<file path="config.mk">
export PLATFORM = sky130hd
export DESIGN_NAME = display_scan_ctrl
export DESIGN_NICKNAME = d
export VERILOG_FILES = /design/src/rtl/display_pkg.sv /design/src/rtl/scan_prescaler.sv /design/src/rtl/display_scan_ctrl.sv
export SDC_FILE = /design/constraint.sdc
export NUM_CORES = 1
export LEC_CHECK = 0
export CAP_MARGIN = 20
export CORE_ASPECT_RATIO = 0.8
export CORE_MARGIN = 2
export CORE_UTILIZATION = 55
export CTS_BUF_LIST = sky130_fd_sc_hd__clkbuf_8
export CTS_CLUSTER_DIAMETER = 100
export DETAILED_ROUTE_END_ITERATION = 6
export PLACE_DENSITY = 0.81
export SLEW_MARGIN = 20
export SYNTH_ARGS = -nofsm -noshare
export SYNTH_HDL_FRONTEND = slang
export SYNTH_HIERARCHICAL = 1
export SYNTH_SLANG_ARGS = --single-unit
</file>
<file path="constraint.sdc">
create_clock -name clk -period 3.4 [get_ports clk]
set_input_delay 1.02 -clock clk [delete_from_list [all_inputs] [get_ports clk]]
set_output_delay 1.02 -clock clk [all_outputs]
set_load 0.1 [all_outputs]
</file>
<file path="src/rtl/display_pkg.sv">
// Shared types and segment constants for the 7-segment display scan controller.
package display_pkg;

  typedef enum logic [1:0] {
    IDLE  = 2'd0,
    BLANK = 2'd1,
    ON    = 2'd2
  } state_e;

  localparam logic [6:0] SEG_DASH = 7'h40;
  localparam logic [6:0] SEG_OFF  = 7'h00;

  // Entry [n] is the active-high a..g pattern for BCD digit n.
  localparam logic [9:0][6:0] SEG_TABLE = {
    7'h6F, 7'h7F, 7'h07, 7'h7D, 7'h6D, 7'h66, 7'h4F, 7'h5B, 7'h06, 7'h3F
  };

  function automatic logic [6:0] bcd_to_seg(input logic [3:0] bcd);
    if (bcd > 4'd9) return SEG_DASH;
    return SEG_TABLE[bcd];
  endfunction

endpackage

</file>
<file path="src/rtl/scan_prescaler.sv">
// Slot counter and digit index for the display scanner; one slot is PRESCALE
// cycles, the first BLANK_CYCLES of which are dead-time.
module scan_prescaler #(
  parameter int  NUM_DIGITS   = 4,
  parameter int  PRESCALE     = 1024,
  parameter int  BLANK_CYCLES = 16,
  localparam int CW           = $clog2(PRESCALE),
  localparam int DW           = $clog2(NUM_DIGITS)
) (
  input  logic          clk,
  input  logic          reset,
  input  logic          clear_i,
  input  logic          run_i,
  output logic          blank_done_o,
  output logic          slot_done_o,
  output logic          wrap_o,
  output logic [DW-1:0] digit_o,
  output logic [DW-1:0] digit_nxt_o
);

  logic [CW-1:0] cnt_q, cnt_d;
  logic [DW-1:0] digit_q, digit_d;

  assign blank_done_o = (cnt_q == CW'(BLANK_CYCLES - 1));
  assign slot_done_o  = (cnt_q == CW'(PRESCALE - 1));
  assign wrap_o       = slot_done_o && (digit_q == DW'(NUM_DIGITS - 1));

  always_comb begin
    cnt_d   = cnt_q;
    digit_d = digit_q;
    if (clear_i) begin
      cnt_d   = '0;
      digit_d = '0;
    end else if (run_i) begin
      if (slot_done_o) begin
        cnt_d   = '0;
        digit_d = wrap_o ? '0 : digit_q + DW'(1);
      end else begin
        cnt_d = cnt_q + CW'(1);
      end
    end
  end

  assign digit_o     = digit_q;
  assign digit_nxt_o = digit_d;

  always_ff @(posedge clk or posedge reset) begin
    if (reset) begin
      cnt_q   <= '0;
      digit_q <= '0;
    end else begin
      cnt_q   <= cnt_d;
      digit_q <= digit_d;
    end
  end

endmodule

</file>
<file path="src/rtl/display_scan_ctrl.sv">
// Multiplexed 7-segment scanner with dead-time and frame-synchronous shadowing.
// Build option: define LZ_BLANK_EN for leading-zero suppression.
module display_scan_ctrl #(
  parameter int  NUM_DIGITS   = 4,
  parameter int  PRESCALE     = 1024,
  parameter int  BLANK_CYCLES = 16,
  localparam int DW           = $clog2(NUM_DIGITS)
) (
  input  logic                    clk,
  input  logic                    reset,
  input  logic                    enable,
  input  logic [4*NUM_DIGITS-1:0] digit_bcd,
  output logic [6:0]              seg,
  output logic [NUM_DIGITS-1:0]   cathode_n,
  output logic                    frame_tick,
  output logic [DW-1:0]           cur_digit
);
  import display_pkg::*;

  state_e                  state_q, state_d;
  logic [4*NUM_DIGITS-1:0] shadow_q;
  logic [6:0]              seg_q, seg_on;
  logic [NUM_DIGITS-1:0]   cathode_q;
  logic                    frame_tick_q;
  logic                    run, clear, load;
  logic                    blank_done, slot_done, wrap;
  logic [DW-1:0]           digit_q, digit_nxt;
  logic [3:0]              cur_bcd;

  assign run   = enable && (state_q != IDLE);
  assign clear = !run;

  scan_prescaler #(
    .NUM_DIGITS  (NUM_DIGITS),
    .PRESCALE    (PRESCALE),
    .BLANK_CYCLES(BLANK_CYCLES)
  ) u_prescaler (
    .clk         (clk),
    .reset       (reset),
    .clear_i     (clear),
    .run_i       (run),
    .blank_done_o(blank_done),
    .slot_done_o (slot_done),
    .wrap_o      (wrap),
    .digit_o     (digit_q),
    .digit_nxt_o (digit_nxt)
  );

  always_comb begin
    state_d = state_q;
    if (!enable) begin
      state_d = IDLE;
    end else begin
      case (state_q)
        IDLE:    state_d = BLANK;
        BLANK:   if (blank_done) state_d = ON;
        ON:      if (slot_done) state_d = BLANK;
        default: state_d = IDLE;
      endcase
    end
  end

  // Capture only on entry to digit 0's dead-time, so each frame loads once.
  assign load    = (state_d == BLANK) && ((state_q == IDLE) || ((state_q == ON) && wrap));
  assign cur_bcd = shadow_q[{digit_nxt, 2'b00} +: 4];

`ifdef LZ_BLANK_EN
  logic [NUM_DIGITS-1:0] lz_mask_q, lz_mask_d;
  logic                  zeros_above;

  always_comb begin
    lz_mask_d   = '0;
    zeros_above = 1'b1;
    for (int i = NUM_DIGITS - 1; i >= 1; i--) begin
      zeros_above  = zeros_above && (digit_bcd[4*i +: 4] == 4'd0);
      lz_mask_d[i] = zeros_above;
    end
  end

  always_ff @(posedge clk or posedge reset) begin
    if (reset)     lz_mask_q <= '0;
    else if (load) lz_mask_q <= lz_mask_d;
  end

  assign seg_on = lz_mask_q[digit_nxt] ? SEG_OFF : bcd_to_seg(cur_bcd);
`else
  assign seg_on = bcd_to_seg(cur_bcd);
`endif

  // Outputs are driven from next-state so the pins line up with state_q.
  always_ff @(posedge clk or posedge reset) begin
    if (reset) begin
      state_q      <= IDLE;
      shadow_q     <= '0;
      seg_q        <= SEG_OFF;
      cathode_q    <= '1;
      frame_tick_q <= 1'b0;
    end else begin
      state_q      <= state_d;
      frame_tick_q <= load;
      if (load) shadow_q <= digit_bcd;
      if (state_d == ON) begin
        seg_q     <= seg_on;
        cathode_q <= ~(NUM_DIGITS'(1) << digit_nxt);
      end else begin
        seg_q     <= SEG_OFF;
        cathode_q <= '1;
      end
    end
  end

  assign seg        = seg_q;
  assign cathode_n  = cathode_q;
  assign frame_tick = frame_tick_q;
  assign cur_digit  = digit_q;

endmodule

</file>
==> results.md <==
- Measured along the x axis, the die boundary spans roughly 75 um.
- The final weighted congestion in routability-driven placement is 0.946.
- The critical-path cell with the highest stage delay is dfrtp_1.
- The repair_antennas step left the layout with diodes totalling 0.
- The run finished with clean final reports.
- The count of endpoints failing setup in the final report is 0.
- The number of distinct library cell variants in the gate-level netlist after synthesis is 53.
- 33 I/O pins were placed.
- In this run the worst hold path is classified as flip-flop to flip-flop.
- Cells fill 72.6% of the core in the end.
- The final-report hold violation count is 0.
- The H-tree was split into 2 levels.
- The uppermost signal routing layer after detailed routing is met4.
- STA classifies the critical path startpoint as a flip-flop.
- For this design the static power due to leakage is 1.19 nW.
- The number of maximum-capacitance constraint violations is 0.
- The most common cell after layout, fill and taps aside is dfrtp_1.
- The tightest hold path in the finished design has a slack of 0.483 ns.
- The number of fill cells is 269.
- Wire segments on met2 add up to 2460 um in the final route.
- The number of synthesized flops with an enable pin is 0.
- The TritonCTS buffer count is 5.
- The total global routing overflow is 0.
- The type of element capturing the critical path is a flip-flop.
- After synthesis, the largest family of logic cells by area is multiplexers.
- In the final design database the tool counted 252 nets.
- Summing the areas of all compound-gate instances in the mapped netlist gives 13.2% of the synthesized area.
- For this run, the slowest stage of the critical path takes 0.49 ns.
- The number of antenna violations at the first check in global routing is 0.
- The fraction of power consumed by the clock network is 35.4%.
- The xor and xnor fraction of the mapped netlist area is 0.795%.
- The worst pin sits at a relative slew slack of 68.1%.
- After synthesis, the share of flip-flops with an asynchronous set or reset is 100%.
- Relative to the synthesized area, the layout overhead comes to 26.3%.
- Once detailed placement completed, the half-perimeter wirelength came to 3360 um.
- The DRC marker count from the first detailed-route iteration is ~140.
- When the netlist entered floorplanning its net count stood at around 200.
- In this run switching power makes up 25.0% of total power.
- The sequential share of the synthesized area is 48.0%.
- For the pin with the worst max-slew slack, the measured transition is 0.474 ns.
- Of the cells placed in the final design, the portion with a size suffix greater than 1 is 33.5%.
- Along the worst path, the maximum fanout reaches 8.
- The clock net in this run drives a total of between 40 and 50 sinks.
- The final standard cell count with taps included and fillers excluded is around 280.
- Clock-pin slew was measured on the worst setup and hold paths at 0.08 ns.
- Static timing analysis puts the maximum clock frequency at 0.313 GHz.
- Dividing total power by cell area gives a power density of 399 nW/um^2.
- In the synthesized netlist, mux cells make up 14.7% of the area.
- In this run the remaining antenna-violating nets after routing total 0.
- The power share of the combinational group is approximately 15%.
- Setup repair after global routing left no endpoint under its margin.
- For the worst-skew pair, the clock arrives at the later sink with an insertion delay of about 0.30 ns.
- A synthesized cell averages 12.3 um^2.
- The simple-gate share of the synthesized area is 14.1%.
- The via count of the first global-routing pass is 1616.
- The core footprint is 3830 um^2.
- In the routed layout, each cell is associated on average with a via count of 5.77.
- The die is 60.6 um tall.
- For this run, the leading register cell type out of synthesis is dfrtp_1.
- In this design, the critical path's most frequently occurring cell is ha_1.
- Of the total power, registers draw 49.2%.
- Across the routed clock network, the largest skew measured is 0.00746 ns.
- The share of the cycle needed by the critical path after routing is between 90% and 100%.
- The detailed-route via count is 1626.
- For this run, design rule violations remaining after detail routing come to 0.
- The signal on the critical path passes through ha_1, nand4_1, o31ai_4, a21oi_2, buf_4, mux4_2, inv_2, ha_1, nor2_1, a211o_4, o32ai_4.
- TritonCTS built the clock tree.
- The tree is rooted in a clkbuf_8.
- Entering global routing, the biggest net connects 31 pins.
- The total count of max-transition violations in the final report is 0.
- For this run, the total global-route usage over all layers was measured as 23.2%.
- In this run, placement finished with an instance count of 273.
- The first TritonRoute pass finished after 4 iterations.
- After floorplanning, the core was divided into 20 placement rows.
- The final layout contains routed wiring with a total length of around 4800 um.
- The wire length of the first global-routing pass is 7650 um.
- The quantity of I/O buffers inserted on ports is 32.
- The die covers 4530 um^2.
- The cell area after synthesis is 2200 um^2.
- The required time of the critical path is roughly 3.6 ns.
- The minimum clock period is 3.20 ns.
- The type of the worst setup path is flip-flop to flip-flop.
- STA puts the critical path data arrival time at ~3.4 ns.
- The met1 layer wirelength in the final routing is 2080 um.
- Summed over all nets, the switching power comes to about 0.00028 W.
- The worst ir drop on vdd is 0.265 mV.
- Internal power comes to 0.000833 W.
- The library cells used most frequently in the layout, excluding fill and tap cells, are dfrtp_1, buf_4, clkdlybuf4s50_1.
- The routed wire length on met3 is 181 um.
- The cell count after synthesis is 179.
- During synthesis, Yosys emitted a total of 6 warnings.
- The number of synthesized register bits is 42.
- The longest clock path from root to sink contains 2 buffers.
- The initial utilization of the core area, before any placement, comes to 57.5%.
- After Yosys synthesis, full adders, half adders and majority gates account for just under 4% of the synthesized area.
- The routed length per instance is 17.0 um.
-- sequential cells by signal, indices dropped and copies added, names as in the netlist --
name	cells
shadow_q	16
seg	7
u_prescaler/digit_o	2
frame_tick	1
u_prescaler/cnt_q	10
cathode_n	4
state_q	2
-- Yosys cell counts, types with 3 or more instances --
cell      count  share of area [%]
nor2_1        7                1.2
o31ai_1       3                1.0
mux4_1        3                3.6
nand3_1       5                1.1
mux2_2        9                4.6
nand2_1       5               0.85
a21oi_1       8                1.8
buf_6         3                1.5
dfstp_2       4                4.8
mux2_1        8                4.1
buf_2         3               0.68
or3_1         3               0.85
nor3_1        3               0.68
a22oi_1       3                1.0
o21ai_0       6                1.4
nand3b_1      3                1.0
inv_1        15                2.6
nand4_1       4                1.1
ha_1          7                4.0
mux2i_1       3                1.4
dfrtp_1      38                 43
-- critical path, delay by kind of cell (launching register included) --
kind            cells  cell delay (ns)
mux                 1             0.32
simple gates        2             0.47
fa+ha+maj           2             0.48
flops               1             0.49
buf+inv             2             0.27
compound gates      4             1.07
-- power groups by stage --
stage / logic (W) / registers (W) / clock network (W)
3_3_place_gp: 0.000152 / 0.000555 / 0
6_report: 0.000171 / 0.000547 / 0.000393
3_5_place_dp: 0.000163 / 0.000556 / 0
4_1_cts: 0.000164 / 0.000547 / 0.000394
2_1_floorplan: 0.0000981 / 0.000553 / 0
5_1_grt: 0.000185 / 0.000551 / 0.000418
-- path summary, 6_finish.rpt --
check                                     start              endpoint  slack (ns)  cells past startpoint
hold reg to reg                     shadow_q[7]           shadow_q[7]        0.48                      1
max in group asynchronous                 reset          cathode_n[2]        1.93                      3
min in group asynchronous                 reset  u_prescaler/cnt_q[8]        1.08                      2
setup / recovery           u_prescaler/cnt_q[0]                seg[4]        0.20                     11
setup reg to reg           u_prescaler/cnt_q[0]                seg[4]        0.20                     11
hold / removal                      shadow_q[7]           shadow_q[7]        0.48                      1
-- layout make-up --
type	count	area, um^2	share of cell area (%)
multi-input cells	114	1080	38.8
inverters	15	56.3	2.02
flip-flops and latches	42	1060	38.0
clock inverters	3	41.3	1.48
repair buffers	48	412	14.8
clock buffers	5	68.8	2.47
well taps	55	68.8	2.47
-- per-layer routing --
layer	track usage, %	vias up
met5	0	-
met3	5.65	10
met1	30.6	817
li1	-	753
met4	9.69	0
met2	37.4	46
-- metrics by stage --
| stage | TNS, ns | setup slack, ns | instance area (um^2) | power [W] |
|---|---|---|---|---|
| floorplan | 0 | 0.000970 | 2190 | 0.000651 |
| global placement | -1.48 | -0.238 | 2600 | 0.000707 |
| detailed placement | -2.06 | -0.365 | 2600 | 0.000719 |
| CTS | 0 | 0.00119 | 2720 | 0.00110 |
| global route | 0 | 0.0434 | 2780 | 0.00115 |
| finish | 0 | 0.202 | 2780 | 0.00111 |
-- kinds of logic after synthesis --
group	after synthesis
AND/OR/NAND/NOR	45
flip-flops	42
AO/OA/AOI/OAI	36
multiplexers	24
buffers and inverters	23
adder cells (fa/ha/maj)	7
XOR/XNOR	2
-- what timing repair did --
action / CTS / global route
setup endpoints to repair: 3 / 7
resized for setup: 2 / 14
hold buffers: 0 / 0
pin swaps: 0 / 3
buffers inserted: 0 / 1
(Power assumes the default switching activity.)
